File: src/rtl/umips_dmem_ctrl.sv
// umips_dmem_ctrl
// Memory-stage controller for the uMIPS pipeline. It turns the EX/MEM
// load/store controls into one request on a simple ack-based data bus,
// stalls the upstream pipeline while that request is in flight, extracts and
// extends load data, and drives the MEM/WB pipeline register.
//
// Ports
//   clk, rst        : pipeline clock (rising edge), asynchronous active-low reset
//   inst_m .. write_reg_m : memory-stage controls and operands from EX/MEM
//   dmem_req/we/addr/be/wdata : registered bus request (word-aligned address,
//                       byte-lane enables, lane-replicated store data)
//   dmem_rdata, dmem_ack : bus read data and one-cycle completion pulse
//   stall_m         : holds EX/MEM and every upstream stage
//   inst_w, reg_write_w, write_reg_w, result_w, misalign_w : MEM/WB register
module umips_dmem_ctrl (
    input  logic        clk,
    input  logic        rst,
    input  logic [31:0] inst_m,
    input  logic        reg_write_m,
    input  logic        mem_write_m,
    input  logic        mem_to_reg_m,
    input  logic        sign_sel_m,
    input  logic        byte_sel_m,
    input  logic        word_sel_m,
    input  logic [31:0] alu_out_m,
    input  logic [31:0] write_data_m,
    input  logic [4:0]  write_reg_m,
    output logic        dmem_req,
    output logic        dmem_we,
    output logic [31:0] dmem_addr,
    output logic [3:0]  dmem_be,
    output logic [31:0] dmem_wdata,
    input  logic [31:0] dmem_rdata,
    input  logic        dmem_ack,
    output logic        stall_m,
    output logic [31:0] inst_w,
    output logic        reg_write_w,
    output logic [4:0]  write_reg_w,
    output logic [31:0] result_w,
    output logic        misalign_w
);

    typedef enum logic [1:0] {IDLE, REQ, DONE} state_t;

    state_t      state, state_next;
    logic        mem_op;
    logic        misaligned;
    logic        start;
    logic [1:0]  off;
    logic [3:0]  be_calc;
    logic [31:0] wdata_calc;
    logic [31:0] rdata_q;
    logic [7:0]  lane_byte;
    logic [15:0] lane_half;
    logic [31:0] load_val;
    logic [31:0] result;

    assign off    = alu_out_m[1:0];
    assign mem_op = mem_write_m | mem_to_reg_m;

    // Byte select takes priority if both size selects are set.
    always_comb begin
        misaligned = 1'b0;
        if (byte_sel_m) begin
            misaligned = 1'b0;
        end else if (word_sel_m) begin
            misaligned = (off != 2'b00);
        end else begin
            misaligned = off[0];
        end
    end

    assign start = (state == IDLE) && mem_op && !misaligned;

    // The stall is gated by reset so every output reads 0 while reset is held.
    assign stall_m = rst && (start || (state == REQ));

    always_comb begin
        state_next = state;
        case (state)
            IDLE:    if (start) state_next = REQ;
            REQ:     if (dmem_ack) state_next = DONE;
            DONE:    state_next = IDLE;
            default: state_next = IDLE;
        endcase
    end

    always_ff @(posedge clk or negedge rst) begin
        if (!rst) state <= IDLE;
        else      state <= state_next;
    end

    // Lane enables and replicated store data for the addressed size.
    always_comb begin
        be_calc    = 4'b1111;
        wdata_calc = write_data_m;
        if (byte_sel_m) begin
            be_calc    = 4'b0001 << off;
            wdata_calc = {4{write_data_m[7:0]}};
        end else if (!word_sel_m) begin
            be_calc    = off[1] ? 4'b1100 : 4'b0011;
            wdata_calc = {2{write_data_m[15:0]}};
        end
    end

    // Bus request fields are frozen at issue so they stay stable until ack.
    always_ff @(posedge clk or negedge rst) begin
        if (!rst) begin
            dmem_req   <= 1'b0;
            dmem_we    <= 1'b0;
            dmem_addr  <= 32'h0;
            dmem_be    <= 4'h0;
            dmem_wdata <= 32'h0;
            rdata_q    <= 32'h0;
        end else if (start) begin
            dmem_req   <= 1'b1;
            dmem_we    <= mem_write_m;
            dmem_addr  <= {alu_out_m[31:2], 2'b00};
            dmem_be    <= be_calc;
            dmem_wdata <= wdata_calc;
        end else if ((state == REQ) && dmem_ack) begin
            dmem_req <= 1'b0;
            rdata_q  <= dmem_rdata;
        end
    end

    // The EX/MEM register is held during the access, so the offset and size
    // seen in DONE still describe the load that captured rdata_q.
    always_comb begin
        lane_byte = 8'h00;
        case (off)
            2'd0:    lane_byte = rdata_q[7:0];
            2'd1:    lane_byte = rdata_q[15:8];
            2'd2:    lane_byte = rdata_q[23:16];
            default: lane_byte = rdata_q[31:24];
        endcase
        lane_half = off[1] ? rdata_q[31:16] : rdata_q[15:0];
        if (byte_sel_m) begin
            load_val = sign_sel_m ? {{24{lane_byte[7]}}, lane_byte} : {24'h0, lane_byte};
        end else if (word_sel_m) begin
            load_val = rdata_q;
        end else begin
            load_val = sign_sel_m ? {{16{lane_half[15]}}, lane_half} : {16'h0, lane_half};
        end
    end

    // A misaligned load never reaches the bus; it passes the address through.
    assign result = (mem_to_reg_m && !misaligned) ? load_val : alu_out_m;

    // MEM/WB register: loads the op when not stalled, otherwise a bubble.
    always_ff @(posedge clk or negedge rst) begin
        if (!rst) begin
            inst_w      <= 32'h0;
            reg_write_w <= 1'b0;
            write_reg_w <= 5'h0;
            result_w    <= 32'h0;
            misalign_w  <= 1'b0;
        end else if (!stall_m) begin
            inst_w      <= inst_m;
            reg_write_w <= reg_write_m && !(mem_op && misaligned);
            write_reg_w <= write_reg_m;
            result_w    <= result;
            misalign_w  <= mem_op && misaligned;
        end else begin
            inst_w      <= 32'h0;
            reg_write_w <= 1'b0;
            write_reg_w <= 5'h0;
            result_w    <= 32'h0;
            misalign_w  <= 1'b0;
        end
    end

endmodule

File: config.mk
export PLATFORM = sky130hd
export DESIGN_NAME = umips_dmem_ctrl
export DESIGN_NICKNAME = d
export VERILOG_FILES = /design/src/rtl/umips_dmem_ctrl.sv
export SDC_FILE = /design/constraint.sdc
export NUM_CORES = 1
export LEC_CHECK = 0
export CAP_MARGIN = 0
export CORE_ASPECT_RATIO = 0.7
export CORE_MARGIN = 4
export CORE_UTILIZATION = 30
export DETAILED_ROUTE_END_ITERATION = 10
export GPL_TIMING_DRIVEN = 0
export PLACE_DENSITY = 0.7
export SYNTH_ARGS = -nofsm -noshare
export SYNTH_HDL_FRONTEND = slang
export SYNTH_SLANG_ARGS = --single-unit
File: constraint.sdc
create_clock -name clk -period 2.78 [get_ports clk]
set_clock_uncertainty 0.2 [all_clocks]
set_input_delay 0.556 -clock clk [delete_from_list [all_inputs] [get_ports clk]]
set_output_delay 0.556 -clock clk [all_outputs]
set_load 0.1 [all_outputs]
==> out/summary.txt, run 1 <==
run status = complete, but fails checks
violated checks = hold timing
slowest cell on the critical path = clkdlybuf4s50_1
GRT overflow = 0
placed standard-cell area = 10,400 um2
number of top-level design ports = 284
nets = 1,091
Inserted Clock Buffers = 17
path class of the lowest-slack min-delay path = primary input to async pin
cells along the critical path = clkdlybuf4s50_1
height of the chip = 138 um
number of inserted diodes = 0
first element of the critical path = dmem_we$_DFFE_PN0P_
Critical path buffers and inverters = 1
Final Hold Violating Endpoints = 89
post-synthesis instance area = 7210 um2
overall global routing resource usage = 0.189
Ys Warns = 0
critical path data required time = 2.02 ns
number of standard cells after synthesis = 642
final clock period utilization by the worst path = 0.982
Hold Slack = -0.142 ns
Seq cells post-synth = 173
largest area contributor in the netlist = dfrtp_1
Most used DFF post-synth = dfrtp_1
Setup Slack @ Placement = -1.60 ns
placeable core region = 23,600 um2
CTS Root Cell = clkbuf_16
critical path startpoint category = flop
relative max-transition margin = 0.287
most frequent cells after synthesis = dfrtp_1 (173), nand2_1 (130), nor2b_1 (47), mux2_2 (39)
number of standard cells in the layout, taps in and fillers out = 1,278
P per Cell Area = 1370 nW/um2
Max Clock Freq = 366 MHz
per-cell routed wire length = 20.1 um
worst-path maximum fanout = 2
footprint of the multi-input gates = 2650 um2
Initial DRC Count = 334
category of the most critical setup path = flop to primary output
most common cell in the synthesized netlist = dfrtp_1
max-slew violation count = 0
measured slew at the worst slew-check pin = 1.07 ns
minimum setup slack in the final design = 0.0506 ns
leakage power total = 4.91 nW
final-layout setup total negative slack = 0 ns
layout overhead on the synthesized area = 54.9%
first-pass iteration count of the detailed router = 5
Post-Syn Area per Cell = 11.2 um2
Post-Route WL = 25.7 mm
effective utilization at floorplan = 0.305
routed via count divided by cell count = 4.75
area of all sequential standard cells = 4330 um2
filler cell count in the final layout = 2,209
antenna violations before repair = 2
largest net degree at the start of global routing = 92
Via Count = 6,066
Crit. End Element = primary output
Critical R2R Launch = state[0]$_DFFE_PN0P_
number of cells after detailed placement = 1,241
Setup violations, final = 0
die outline area = 26,600 um2
stage delay of the slowest cell on the critical path = 1.16 ns
number of violations of the max-capacitance limit = 0
utilization after layout = 0.472
Crit path arrival time = 1.97 ns
width of the chip = 193 um
Detail Route Antenna Nets = 0
area share of the largest cell type after synthesis = 0.601
sequential element share of the synthesized area = 0.601
Clock Tree Buf Depth = 2
post-detailed-placement half-perimeter wirelength = 19.4 mm
kind of cell adding the most delay to the critical path = buffers and inverters
number of global-route vias before repair = 6,168
clock transition time at the flip-flop clock pins of the worst setup and hold paths = 0.06 ns
final design instance area without fill = 11,200 um2
TritonCTS clock tree = yes
gpl congestion = 0.840
Final min period = 2.73 ns
number of DRC violations after detailed routing = 0
site row count = 47
share of flip-flops with an asynchronous set or reset after synthesis = 1.00
number of clock sinks seen by CTS = 173
count of H-tree levels built during CTS = 4
ratio of cells with drive above 1 in the final layout = 0.116
insertion delay to the later sink of the worst-skew pair = 0.43 ns
cells taking the most area after synthesis = dfrtp_1 (60%), nand2_1 (6.8%), mux2_2 (6.1%)
Cell variety after synth = 45
peak supply drop = 1.17 mV
number of enable flip-flop cells after synthesis = 0
buffers added on ports = 279
first-pass GRT wire length = 38.1 mm
report_power, final:
part	internal, mW	total, mW	switching, mW	leakage [nW]
clock network	1.40	2.41	1.01	0.283
registers	3.44	4.03	0.595	2.12
logic	2.17	8.88	6.71	2.51
total	7.01	15.3	8.31	4.91
flip-flops by register name, summed over array words and instances, names as in the netlist:
name / count
dmem_addr: 30
dmem_be: 4
dmem_req: 1
dmem_wdata: 32
dmem_we: 1
inst_w: 32
misalign_w: 1
rdata_q: 32
reg_write_w: 1
result_w: 32
state: 2
write_reg_w: 5
cell type report:
type                       instances  share of cell area
clock inverter                    11              0.0129
buffer                            43              0.0228
sequential                       173               0.388
tap                              318              0.0356
multi-input combinational        422               0.237
inverter                           4             0.00134
clock buffer                      19              0.0388
timing repair buffer             288               0.263
path summary, 6_finish.rpt:
path | slack [ns] | end | cells past startpoint
setup / recovery | 0.05 | dmem_we | 1
hold / removal | -0.14 | inst_w[1]$_DFF_PN0_ | 1
setup reg to reg | 0.40 | inst_w[18]$_DFF_PN0_ | 10
hold reg to reg | 0.28 | dmem_wdata[14]$_DFFE_PN0P_ | 2
max in group asynchronous | 1.74 | result_w[5]$_DFF_PN0_ | 2
min in group clk | 0.24 | dmem_we$_DFFE_PN0P_ | 2
repair_timing:
action	4_1_cts	5_1_grt
cloned	1	0
pin swaps	3	3
endpoints found under the setup margin	6	4
hold endpoints to repair	89	89
gates resized for setup	26	6
setup buffers	3	4
layer usage:
metal	GRT usage	wire length [um]
met1	0.250	11300
met4	0.0417	319
met5	0	26
met3	0.0785	2420
met2	0.295	11600
logic make-up (layout without fill, tap and decap cells):
group | count (synthesis) | after routing | share of synthesized area
flip-flops | 173 | 173 | 0.601
XOR/XNOR | 1 | 1 | 0.00122
AO/OA/AOI/OAI | 113 | 113 | 0.107
other | 1 | 2 | 0.000520
multiplexers | 72 | 72 | 0.107
AND/OR/NAND/NOR | 234 | 234 | 0.148
buffers and inverters | 48 | 365 | 0.0356
per-stage QoR:
stage | hold WS [ns] | total power [mW]
floorplan | 0.0604 | 10.4
global placement | 0.262 | 12.8
detailed placement | 0.268 | 12.9
CTS | -0.122 | 15.4
global route | -0.126 | 15.9
finish | -0.142 | 15.3
placed cells by master (no fill, tap or decap), types with 4 or more instances in the layout:
master	netlist	layout
nor2b_1	47	47
nor2_1	32	31
nand2b_1	5	5
clkdlybuf4s50_1	0	270
clkinv_2	0	4
clkbuf_16	0	17
o2bb2ai_1	24	24
a21oi_1	22	22
nand2_1	130	130
clkbuf_1	16	17
mux2i_1	32	32
o21ai_0	27	27
buf_4	8	14
a211oi_1	20	20
mux2_2	39	39
dfrtp_1	173	173
buf_2	13	12
dlymetal6s2s_1	0	4
(Power assumes the default switching activity.)
==> run 2: changes to the inputs <==
--- a/config.mk
+++ b/config.mk
@@ -7,11 +7,11 @@
 export LEC_CHECK = 0
 export CAP_MARGIN = 0
 export CORE_ASPECT_RATIO = 0.7
-export CORE_MARGIN = 4
 export CORE_UTILIZATION = 30
 export DETAILED_ROUTE_END_ITERATION = 10
 export GPL_TIMING_DRIVEN = 0
 export PLACE_DENSITY = 0.7
+export SLEW_MARGIN = 20
 export SYNTH_ARGS = -nofsm -noshare
 export SYNTH_HDL_FRONTEND = slang
 export SYNTH_SLANG_ARGS = --single-unit
==> out/summary.txt, run 2 (synthesis gave the netlist of run 1 again) <==
final clock period utilization by the worst path = 0.996 (+0.0142)
GRT overflow = 0 (unchanged)
most common cell after layout, fill and taps aside = clkdlybuf4s50_1
Most Frequent Cell on Critical Path = buf_12
ratio of cells with drive above 1 in the final layout = 0.120 (+0.00392)
per-cell routed wire length = 18.8 um (-6.4%)
die outline area = 24,700 um2 (-7.3%)
path class of the lowest-slack min-delay path = primary input to async pin
combinational fraction of design power = 0.579 (about the same)
reg-to-reg slack, setup = 0.42 ns (+0.02 ns)
Via Count = 5,964 (-1.7%)
relative contribution of sequential cells to total power = 0.262 (about the same)
endpoint of the most critical register-to-register path = inst_w[14]$_DFF_PN0_
Critical path buffers and inverters = 5 (+4)
width of the chip = 187 um (-3.1%)
first-pass iteration count of the detailed router = 5 (unchanged)
total internal power = 6.95 mW (-0.82%)
Inserted Clock Buffers = 17 (unchanged)
P per Cell Area = 1370 nW/um2 (-0.22%)
buffers added on ports = 279 (unchanged)
kind of cell adding the most delay to the critical path = buffers and inverters
final-layout setup total negative slack = 0 ns (unchanged)
post-detailed-placement half-perimeter wirelength = 18.0 mm (-7.3%)
number of clock sinks seen by CTS = 173 (unchanged)
run status = complete, but fails checks
Setup Slack @ Placement = -1.60 ns (-0.00276 ns)
leakage power total = 4.91 nW (about the same)
relative max-transition margin = 0.296 (+0.00866)
Final min period = 2.77 ns (+0.0396 ns)
Hold Slack = -0.129 ns (+0.0129 ns)
Initial DRC Count = 313 (-6.3%)
peak supply drop = 0.878 mV (-25%)
gpl congestion = 0.873 (+3.9%)
number of violations of the max-capacitance limit = 0 (unchanged)
CTS Root Cell = clkbuf_16
critical path startpoint category = primary input
Detail Route Antenna Nets = 0 (unchanged)
max-slew violation count = 0 (unchanged)
site row count = 47 (unchanged)
minimum setup slack in the final design = 0.0111 ns (-0.0396 ns)
Setup violations, final = 0 (unchanged)
measured slew at the worst slew-check pin = 1.05 ns (-0.0130 ns)
number of top-level design ports = 284 (unchanged)
insertion delay to the later sink of the worst-skew pair = 0.43 ns (about the same)
stage delay of the slowest cell on the critical path = 0.52 ns (-0.64 ns)
Register-to-Register Path Depth = 10 (unchanged)
clock transition time at the flip-flop clock pins of the worst setup and hold paths = 0.06 ns (about the same)
overall global routing resource usage = 0.200 (+0.0105)
slowest cell on the critical path = clkdlybuf4s50_1
RSZ-0062 raised after global routing = true
violated checks = hold timing
number of global-route vias before repair = 6,149 (-0.31%)
effective utilization at floorplan = 0.306 (+0.000760)
nets = 1,091 (unchanged)
number of inserted diodes = 0 (unchanged)
antenna violations before repair = 0 (-2)
final design instance area without fill = 11,200 um2 (about the same)
commonest cells after routing, fill and taps aside = clkdlybuf4s50_1 (270), dfrtp_1 (173), nand2_1 (130)
Clock power frac = 0.159 (+0.002)
reported net switching power = 8.34 mW (+0.38%)
cells along the critical path = clkdlybuf4s50_1, inv_2, a211o_1, buf_12, a21oi_4, buf_6, buf_12
Final Hold Violating Endpoints = 85 (-4.5%)
TritonCTS clock tree = yes
placeable core region = 23,600 um2 (-0.25%)
critical path data required time = 2.02 ns (about the same)
Post-Route WL = 24.1 mm (-6.3%)
Crit path arrival time = 2.01 ns (+0.04 ns)
Switching Fraction = 0.545 (+0.00298)
first-pass GRT wire length = 37.0 mm (-3.0%)
number of DRC violations after detailed routing = 0 (unchanged)
layout overhead on the synthesized area = 55.0% (about the same)
Max Clock Freq = 361 MHz (-1.4%)
worst-path maximum fanout = 4 (+2)
largest net degree at the start of global routing = 88 (-4.3%)
category of the most critical setup path = primary input to primary output
Critical R2R Launch = state[1]$_DFFE_PN0P_
routed via count divided by cell count = 4.66 (-1.8%)
count of H-tree levels built during CTS = 4 (unchanged)
height of the chip = 132 um (-4.4%)
Crit. End Element = primary output
placed standard-cell area = 10,400 um2 (unchanged)
Clock Tree Buf Depth = 2 (unchanged)
==> run 2: cell types whose count changed in the layout (fill, tap and decap cells not counted), moves of 2 or more <==
cell	change
clkinv_2	-2
clkinvlp_4	+2
inv_6	+2
inv_8	+2
==> run 2: routing by layer <==
metal | up-vias | track usage | wire length, um
met5 | - | 0 | 0
met4 | 0 | 0.0369 | 163
met3 | 14 | 0.0970 | 2370
met2 | 221 | 0.299 | 10600
met1 | 2921 | 0.262 | 11000
li1 | 2808 | - | -
==> run 2: cell type report <==
class	instances	area, um2
Timing Repair Buffer	288	2930
Clock inverter	14	159
Multi-Input combinational cell	422	2660
Inverter	4	15.0
Buffer	43	250
Sequential cell	173	4330
Clock buffer	18	429
Fill cell	2187	12400
Tap cell	318	398
==> run 2: repair_timing <==
item | CTS | global route
cloned | 1 | 0
gates resized for setup | 22 | 9
setup buffers | 3 | 4
endpoints found under the hold margin | 85 | 85
setup endpoints to repair | 5 | 8
pin swaps | 1 | 3
==> run 2: how the worst max path moves through the flow <==
stage                     cells after the start  slack [ns]                  from  endpoint
after floorplan                               7        0.14          alu_out_m[1]   stall_m
after global placement                        6       -7.79                   rst   stall_m
after detailed placement                      8       -1.60            word_sel_m   stall_m
after CTS                                     6       -0.08  state[1]$_DFFE_PN0P_   stall_m
after global routing                          7       -0.07            byte_sel_m   stall_m
final                                         7        0.01            byte_sel_m   stall_m
==> run 2: worst reg2reg max path, cell delays in order (launching register included) <==
cell	delay (ns)
dfrtp_1	0.41
or2_4	0.25
a211o_1	0.30
buf_12	0.14
a21oi_4	0.14
buf_6	0.13
buf_4	0.09
buf_4	0.16
buf_4	0.20
buf_6	0.16
nor2b_1	0.05
==> run 2: stage by stage <==
stage	hold slack [ns]	cells	total power, mW	utilization
after floorplan	0.0604	643	10.4	-
after global placement	0.262	1240	12.8	0.441
after detailed placement	0.269	1241	12.8	0.443
after CTS	-0.134	1276	15.4	0.471
after global routing	-0.121	1280	15.9	0.474
final	-0.129	1280	15.3	0.474
==> run 2: power by group through the flow <==
stage,Clock (mW),Combinational (mW),Sequential (mW)
detailed placement,0,8.79,4.04
global placement,0,8.74,4.01
floorplan,0,1.42,9.02
CTS,2.50,8.86,4.00
finish,2.43,8.86,4.01
global route,2.60,9.17,4.13
==> run 3: changes to the inputs <==
--- a/config.mk
+++ b/config.mk
@@ -10,7 +10,7 @@
 export CORE_UTILIZATION = 30
 export DETAILED_ROUTE_END_ITERATION = 10
 export GPL_TIMING_DRIVEN = 0
-export PLACE_DENSITY = 0.7
+export PLACE_DENSITY_LB_ADDON = 0.25
 export SLEW_MARGIN = 20
 export SYNTH_ARGS = -nofsm -noshare
 export SYNTH_HDL_FRONTEND = slang
==> out/summary.txt, run 3 (synthesis gave the netlist of run 1 again) <==
leakage power total = 4.83 nW (-1.7%)
filler cell count in the final layout = 2,222 (+1.6%)
placeable core region = 23,600 um2 (unchanged)
measured slew at the worst slew-check pin = 1.04 ns (-0.0183 ns)
TritonCTS clock tree = yes
first-pass iteration count of the detailed router = 5 (unchanged)
Initial DRC Count = 365 (+17%)
nets = 1,090 (-0.092%)
GRT overflow = 0 (unchanged)
site row count = 47 (unchanged)
minimum setup slack in the final design = 0.0293 ns (+0.0183 ns)
gpl congestion = 0.886 (+1.5%)
category of the most critical setup path = primary input to primary output
CTS Root Cell = clkbuf_16
number of global-route vias before repair = 6,003 (-2.4%)
number of standard cells in the layout, taps in and fillers out = 1,281 (+0.078%)
number of cells after detailed placement = 1,241 (unchanged)
clock transition time at the flip-flop clock pins of the worst setup and hold paths = 0.07 ns (about the same)
per-cell routed wire length = 18.8 um (+0.14%)
RSZ-0062 raised after global routing = false
Setup Slack @ Placement = -1.65 ns (-0.0454 ns)
Critical R2R Launch = rdata_q[31]$_DFFE_PN0P_
Via Count = 6,047 (+1.4%)
max-slew violation count = 0 (unchanged)
ratio of cells with drive above 1 in the final layout = 0.113 (-0.00612)
path class of the lowest-slack min-delay path = primary input to async pin
antenna violations before repair = 6 (+6)
number of DRC violations after detailed routing = 0 (unchanged)
relative max-transition margin = 0.307 (+0.0112)
Max Clock Freq = 364 MHz (+0.66%)
number of violations of the max-capacitance limit = 0 (unchanged)
commonest cells after routing, fill and taps aside = clkdlybuf4s50_1 (273), dfrtp_1 (173), nand2_1 (130)
die outline area = 24,700 um2 (unchanged)
overall global routing resource usage = 0.202 (+0.00212)
final clock period utilization by the worst path = 0.989 (-0.00657)
critical path data required time = 2.02 ns (about the same)
height of the chip = 132 um (unchanged)
number of clock sinks seen by CTS = 173 (unchanged)
Final Hold Violating Endpoints = 85 (unchanged)
Final min period = 2.75 ns (-0.0183 ns)
effective utilization at floorplan = 0.306 (unchanged)
Most Frequent Cell on Critical Path = buf_6
first-pass GRT wire length = 37.4 mm (+1.0%)
Crit. End Element = primary output
routed via count divided by cell count = 4.72 (+1.3%)
slowest cell on the critical path = a211o_1
peak supply drop = 0.754 mV (-14%)
cells along the critical path = dlygate4sd2_1, a21o_1, a211o_1, buf_6, a21oi_4, buf_6, buf_12
run status = complete, but fails checks
Hold Slack = -0.185 ns (-0.0562 ns)
insertion delay to the later sink of the worst-skew pair = 0.43 ns (about the same)
stage delay of the slowest cell on the critical path = 0.31 ns (-0.21 ns)
number of top-level design ports = 284 (unchanged)
layout overhead on the synthesized area = 53.6%
Clock Tree Buf Depth = 2 (unchanged)
P per Cell Area = 1370 nW/um2 (-0.17%)
worst-path maximum fanout = 6 (+2)
first element of the critical path = word_sel_m
Inserted Clock Buffers = 17 (unchanged)
Detail Route Antenna Nets = 0 (unchanged)
Crit path arrival time = 1.99 ns (-0.02 ns)
violated checks = hold timing
critical path startpoint category = primary input
buffers added on ports = 279 (unchanged)
most common cell after layout, fill and taps aside = clkdlybuf4s50_1
Setup violations, final = 0 (unchanged)
post-detailed-placement half-perimeter wirelength = 18.1 mm (+0.45%)
Post-Route WL = 24.1 mm (+0.22%)
count of H-tree levels built during CTS = 4 (unchanged)
largest net degree at the start of global routing = 89 (+1.1%)
width of the chip = 187 um (unchanged)
-- run 3: per-layer routing --
layer  vias up  track usage  part of all wire
li1       2812            -                 -
met1      2915        0.295              0.47
met2       292        0.279              0.41
met3        22       0.0817              0.11
met4         6       0.0383            0.0071
met5         -            0            0.0016
-- run 3: worst max-delay path: cells and delay by family --
family          cells  cell delay [ns]
compound gates      3             0.70
buf+inv             4             0.71
-- run 3: power breakdown --
group	leakage [nW]	internal, mW	total, mW	switching (mW)
sequential	2.12	3.44	4.05	0.610
clock	0.271	1.26	2.31	1.04
combinational	2.44	2.15	8.79	6.64
total	4.83	6.85	15.1	8.29
-- run 3: area by class of cell --
cell class	count	area, um2	share of cell area
plain buffers	43	240	0.0217
clock buffers	20	447	0.0403
flip-flops and latches	173	4330	0.391
diodes	2	5.00	0.000452
clock inverters	12	113	0.0102
well taps	318	398	0.0359
multi-input cells	422	2640	0.238
inverters	4	15.0	0.00136
repair buffers	287	2890	0.261
-- run 3: per-stage QoR --
stage,instance area [um2],utilization,hold slack [ns],power [mW],setup TNS (ns)
6_report,11100,0.470,-0.185,15.1,0
5_1_grt,11100,0.469,-0.147,15.8,0
4_1_cts,11100,0.469,-0.0741,15.2,0
3_5_place_dp,10400,0.443,0.268,12.8,-9.15
3_3_place_gp,10400,0.441,0.260,12.8,-1589.83
2_1_floorplan,7210,-,0.0604,10.4,0
-- run 3: what timing repair did --
item	CTS	global route
gates resized for setup	20	1
setup endpoints to repair	1	1
pin swaps	1	2
buffers inserted	6	1
endpoints found under the hold margin	85	85
-- run 3: path summary, 6_finish.rpt --
kind,endpoint,slack [ns],depth (start not counted)
max reg2reg,result_w[23]$_DFF_PN0_,0.54,5
min in group clk,dmem_wdata[30]$_DFFE_PN0P_,0.28,2
min reg2reg,dmem_wdata[30]$_DFFE_PN0P_,0.28,2
min,inst_w[4]$_DFF_PN0_,-0.19,1
max in group asynchronous,dmem_wdata[30]$_DFFE_PN0P_,1.75,2
max,stall_m,0.03,7
